<file path="src/rtl/host_cfg_sequencer.sv">
// host_cfg_sequencer: turns a stream of host configuration commands into
// registered host_controller strobes and ex_bus transfers for the PE fabric.
module host_cfg_sequencer #(
  parameter int ROWS    = 4,
  parameter int COLS    = 4,
  parameter int INST_W  = 48,
  parameter int SPM_W   = 24,
  parameter int A_W     = 10,
  parameter int DATA_W  = 32,
  parameter int CNT_W   = 16,
  parameter int PE_HOLD = 9,
  localparam int CMD_W  = 4 + ROWS + COLS + INST_W
) (
  input  logic              clk,
  input  logic              rst,
  input  logic              start,
  input  logic              abort,
  input  logic              cmd_valid,
  output logic              cmd_ready,
  input  logic [CMD_W-1:0]  cmd_data,
  output logic              run,
  output logic              init_spm,
  output logic [ROWS-1:0]   init_row,
  output logic              init_lsu,
  output logic [COLS-1:0]   init_pe,
  output logic [INST_W-1:0] inst,
  output logic              ex_wen,
  output logic              ex_ren,
  output logic [A_W-1:0]    ex_addr,
  output logic [DATA_W-1:0] ex_data,
  output logic              busy,
  output logic              done,
  output logic              err
);

  localparam int PE_W  = $clog2(PE_HOLD + 1);
  localparam int REM_W = (CNT_W > PE_W) ? CNT_W : PE_W;

  localparam logic [3:0] OP_NOP     = 4'd0;
  localparam logic [3:0] OP_CFG_PE  = 4'd1;
  localparam logic [3:0] OP_CFG_LSU = 4'd2;
  localparam logic [3:0] OP_CFG_SPM = 4'd3;
  localparam logic [3:0] OP_EX_BASE = 4'd4;
  localparam logic [3:0] OP_EX_WR   = 4'd5;
  localparam logic [3:0] OP_EX_RD   = 4'd6;
  localparam logic [3:0] OP_RUN     = 4'd7;
  localparam logic [3:0] OP_WAIT    = 4'd8;
  localparam logic [3:0] OP_END     = 4'd9;

  typedef enum logic [1:0] {S_IDLE, S_RUN, S_DONE} state_t;

  state_t             state, state_next;
  logic [REM_W-1:0]   remaining;
  logic [A_W-1:0]     ptr;
  logic               accept;
  logic               start_go;

  logic [3:0]         op;
  logic [ROWS-1:0]    row_mask;
  logic [COLS-1:0]    col_mask;
  logic [INST_W-1:0]  arg;

  assign op       = cmd_data[CMD_W-1 -: 4];
  assign row_mask = cmd_data[INST_W+COLS +: ROWS];
  assign col_mask = cmd_data[INST_W +: COLS];
  assign arg      = cmd_data[INST_W-1:0];

  assign cmd_ready = (state == S_RUN) && (remaining == '0);
  assign busy      = (state == S_RUN);
  assign done      = (state == S_DONE);
  // abort suppresses any same-cycle handshake or start
  assign accept    = cmd_valid && cmd_ready && !abort;
  assign start_go  = start && !abort && (state != S_RUN);

  always_ff @(posedge clk) begin
    if (rst) state <= S_IDLE;
    else     state <= state_next;
  end

  always_comb begin
    state_next = state;
    if (abort) begin
      state_next = S_IDLE;
    end else begin
      case (state)
        S_IDLE:  if (start_go) state_next = S_RUN;
        S_RUN:   if (accept && op == OP_END) state_next = S_DONE;
        S_DONE:  if (start_go) state_next = S_RUN;
        default: state_next = S_IDLE;
      endcase
    end
  end

  // Pulses are loaded on acceptance and held while remaining counts down;
  // with nothing accepted and nothing left to hold they fall back to zero.
  always_ff @(posedge clk) begin
    if (rst) begin
      run       <= 1'b0;
      init_spm  <= 1'b0;
      init_row  <= '0;
      init_lsu  <= 1'b0;
      init_pe   <= '0;
      ex_wen    <= 1'b0;
      ex_ren    <= 1'b0;
      inst      <= '0;
      ex_addr   <= '0;
      ex_data   <= '0;
      ptr       <= '0;
      remaining <= '0;
    end else if (abort) begin
      run       <= 1'b0;
      init_spm  <= 1'b0;
      init_row  <= '0;
      init_lsu  <= 1'b0;
      init_pe   <= '0;
      ex_wen    <= 1'b0;
      ex_ren    <= 1'b0;
      remaining <= '0;
    end else if (accept) begin
      run       <= 1'b0;
      init_spm  <= 1'b0;
      init_row  <= '0;
      init_lsu  <= 1'b0;
      init_pe   <= '0;
      ex_wen    <= 1'b0;
      ex_ren    <= 1'b0;
      remaining <= '0;
      case (op)
        OP_NOP: ;
        OP_CFG_PE: begin
          init_row  <= row_mask;
          init_pe   <= col_mask;
          inst      <= arg;
          remaining <= REM_W'(PE_HOLD - 1);
        end
        OP_CFG_LSU: begin
          init_row <= row_mask;
          init_lsu <= 1'b1;
          inst     <= arg;
        end
        OP_CFG_SPM: begin
          init_spm <= 1'b1;
          inst     <= INST_W'(arg[SPM_W-1:0]);
        end
        OP_EX_BASE: ptr <= arg[A_W-1:0];
        OP_EX_WR: begin
          ex_wen  <= 1'b1;
          ex_addr <= ptr;
          ex_data <= arg[DATA_W-1:0];
          ptr     <= ptr + A_W'(1);
        end
        OP_EX_RD: begin
          ex_ren  <= 1'b1;
          ex_addr <= ptr;
          ptr     <= ptr + A_W'(1);
        end
        OP_RUN:  run <= 1'b1;
        OP_WAIT: remaining <= REM_W'(arg[CNT_W-1:0]);
        default: ;
      endcase
    end else if (remaining != '0) begin
      remaining <= remaining - REM_W'(1);
    end else begin
      run      <= 1'b0;
      init_spm <= 1'b0;
      init_row <= '0;
      init_lsu <= 1'b0;
      init_pe  <= '0;
      ex_wen   <= 1'b0;
      ex_ren   <= 1'b0;
    end
  end

  always_ff @(posedge clk) begin
    if (rst)                         err <= 1'b0;
    else if (accept && op > OP_END)  err <= 1'b1;
    else if (start_go)               err <= 1'b0;
  end

endmodule

</file>
<file path="config.mk">
export PLATFORM = sky130hd
export DESIGN_NAME = host_cfg_sequencer
export DESIGN_NICKNAME = d
export VERILOG_FILES = /design/src/rtl/host_cfg_sequencer.sv
export SDC_FILE = /design/constraint.sdc
export NUM_CORES = 1
export LEC_CHECK = 0
export CAP_MARGIN = 25
export CORE_MARGIN = 2
export CORE_UTILIZATION = 50
export CTS_BUF_LIST = sky130_fd_sc_hd__clkbuf_4 sky130_fd_sc_hd__clkbuf_8
export DETAILED_ROUTE_END_ITERATION = 12
export PLACE_DENSITY = 0.83
export SKIP_LAST_GASP = 1
export SLEW_MARGIN = 20
export SYNTH_ARGS = -nofsm -noshare
export SYNTH_HDL_FRONTEND = slang
export SYNTH_SLANG_ARGS = --single-unit
export TNS_END_PERCENT = 10
</file>
<file path="constraint.sdc">
create_clock -name clk -period 6.74 [get_ports clk]
set_clock_uncertainty 0.05 [all_clocks]
set_input_delay 1.685 -clock clk [delete_from_list [all_inputs] [get_ports clk]]
set_output_delay 1.685 -clock clk [all_outputs]
set_load 0.02 [all_outputs]
</file>
==> run_results.csv <==
group,metric,value,unit
timing,fmax,204.8,MHz
drt,drt_iter0_drc,390,
pwr,static-leakage-power,2.553,nW
finish,multiInputGateArea,2550,um^2
critical_path,cp_max_fo,23,
die,start_util,0.5185,
drt,wl_per_cell,18.49,um
clocking,cts_max_level,4,
global_route,grt_pass1_wl,27.01,mm
critical_path,worstSetupPathType,"reg2out",
clocking,cts_tree,"built",
clocking,post_cts_buffers,0,
finish,nets,868,
timing,finalSetupViolations,0,
finish,regArea,2643,um^2
die,dieWidth,107.7,um
drt,firstDrtPassIters,5,
synthesis,async_flop_share,0,
die,dieArea,11600,um^2
place,gp_congestion,0.9271,
status,status,"completed",
die,die_height,107.7,um
critical_path,required,5010,ps
clocking,numCtsBuffers,17,
global_route,grt_pass1_vias,5397,
synthesis,ys_warn_count,0,
timing,grt_setup_unrepaired,"false",
synthesis,ys_types,56,
die,rows,37,
timing,finalHoldViolCount,0,
synthesis,synth-seq-area-share,0.4915,
synthesis,avgSynthCellArea,8.297,um^2
worst_hold_path,hold_class,"reg2reg",
clocking,root_buffer,"clkbuf_8",
pwr,power.share.sequential,0.372,
critical_path,end_kind,"output port",
global_route,antenna_found_initial,0,
global_route,overflow,0,
die,core-area,10370,um^2
finish,num_antenna_cells,0,
synthesis,syn-cell-area,5376,um^2
drt,post_drt_via_cell_ratio,5.834,
finish,area_delta_synth_final,40.40,%
pwr,p_sw,0.0008598,W
pwr,power.internal,0.001447,W
clocking,post_cts_resized,0,
drt,drt_wl_total,17.55,mm
critical_path,cp-start-kind,"register",
clocking,clockBufferDepth,2,
drt,drtAntennaViolNets,0,
clocking,clkLatencyLatePin,450,ps
synthesis,ys.flop_type,"dfxtp_1",
synthesis,ys_ff_latch,132,
clocking,clock-sinks,132,
finish,final.fill_count,802,
place,portBuffers,171,
synthesis,synthCells,648,
place,place_area,7118,um^2
clocking,clkTransAtPathRegs,90,ps
finish,drive_above_1_share,0.06273,
timing,setup-tns-final,0,ps
synthesis,synth_fp_nets,716,
pwr,p_sw_frac,0.3727,
pwr,power_density,305.6,nW/um^2
timing,maxSlewViolCount,0,
pwr,combPwrFrac,0.315,
finish,finalInstanceArea,7548,um^2
global_route,grt_max_degree,66,
synthesis,synth_edf_count,0,
place,dp_hpwl,11.92,mm
timing,period_needed,4883,ps
global_route,grtUsageTotal,0.3025,
pwr,pwr-share-clk,0.313,
timing,worstMarginPinSlew,1021,ps
drt,vias,5536,
critical_path,cp.arrival,3150,ps
clocking,hold_buffers,0,
timing,post-route-period-util,0.7245,
pwr,max-vdd-ir-drop,213.1,uV
flow_run,drv_cap,0,
die,ioPinCount,172,
timing,relSlewSlack,0.3144,
drt,drc,0,
power groups by stage:
stage	sequential (W)	combinational, W	clock, W
final	0.000858	0.000728	0.000722
after global routing	0.000862	0.000786	0.000759
after CTS	0.000856	0.000706	0.000724
after detailed placement	0.000874	0.000702	0
after global placement	0.000871	0.000655	0
after floorplan	0.000867	0.000514	0
sequential cells by signal, indices dropped and copies added (netlist names), 2 cells and up:
register and count:
ptr 10, remaining 16, init_pe 4, ex_data 32, inst 48, state 2
init_row 4, ex_addr 10
critical path, stage by stage, from the launching register on:
cell,delay [ps]
dfxtp_1,380
nor3_2,370
and4b_1,480
nand2_1,580
nor2_1,240
clkdlybuf4s50_1,630
metal layers:
layer,global-route usage,share of wire,vias to the layer above
li1,-,-,2567
met1,0.3500,0.38,2641
met2,0.4996,0.49,275
met3,0.09443,0.093,53
met4,0.1593,0.040,0
met5,0,0,-
final cells by class:
class	count	area share
clock buffer	17	0.03100
clock inverter	15	0.02602
inverter	4	0.001989
multi-input combinational	470	0.3378
sequential	132	0.3501
tap	136	0.02254
timing repair buffer	175	0.2306
through the flow:
step           setup slack, ps  hold WS [ps]    util  total power (W)  instances
2_1_floorplan             3336         412.8       -         0.001381        648
3_3_place_gp              2041         388.4  0.6852         0.001525        916
3_5_place_dp              1802         394.0  0.6864         0.001576        917
4_1_cts                   1904         405.9  0.7279         0.002285        949
5_1_grt                   1739         422.6  0.7279         0.002407        949
6_report                  1857         403.9  0.7279         0.002307        949
cells in the final DEF (no fill, tap or decap), types with 6 or more instances in the layout:
| cell type | instances |
|---|---|
| a21oi_1 | 85 |
| clkbuf_8 | 17 |
| xnor2_1 | 6 |
| o21ai_0 | 14 |
| mux2i_1 | 12 |
| nor3_1 | 14 |
| dfxtp_1 | 132 |
| and3_1 | 6 |
| clkdlybuf4s50_1 | 170 |
| nor2_1 | 56 |
| nand3_1 | 20 |
| nand2b_1 | 7 |
| o22ai_1 | 12 |
| nand2_1 | 143 |
| a22o_1 | 13 |
synth_stat cells, types with 4 or more instances:
cell / instances / area [um^2]
a211oi_1: 4 / 30.03
a21oi_1: 85 / 425.4
a22o_1: 13 / 113.9
a31oi_1: 4 / 25.02
and2_1: 5 / 31.28
and3_1: 6 / 37.54
buf_2: 17 / 85.08
clkbuf_1: 25 / 93.84
dfxtp_1: 132 / 2643
inv_1: 4 / 15.01
mux2i_1: 12 / 120.1
nand2_1: 143 / 536.8
nand2b_1: 7 / 43.79
nand3_1: 20 / 100.1
nor2_1: 56 / 210.2
nor3_1: 14 / 70.07
o21ai_0: 14 / 70.07
o22ai_1: 12 / 75.07
o31ai_1: 4 / 30.03
or3_1: 4 / 25.02
xnor2_1: 6 / 52.55
path summary, 6_finish.rpt:
kind / start / end / slack [ps] / cells past startpoint
setup / recovery: remaining[7] / cmd_ready / 1860 / 5
hold reg to reg: ex_data[24] / ex_data[24] / 400 / 2
setup reg to reg: state[1] / inst[38] / 3510 / 5
hold / removal: ex_data[24] / ex_data[24] / 400 / 2
logic make-up after synthesis:
family | share of synthesized area
buffers and inverters | 0.03607
and+or+nand+nor | 0.2523
AOI/OAI and AO/OA | 0.1778
DFF | 0.4915
xor gates and xnor gates | 0.01303
muxes | 0.02234
adders and majority gates | 0.006982
Note: power is estimated with default switching activity, not from simulation.
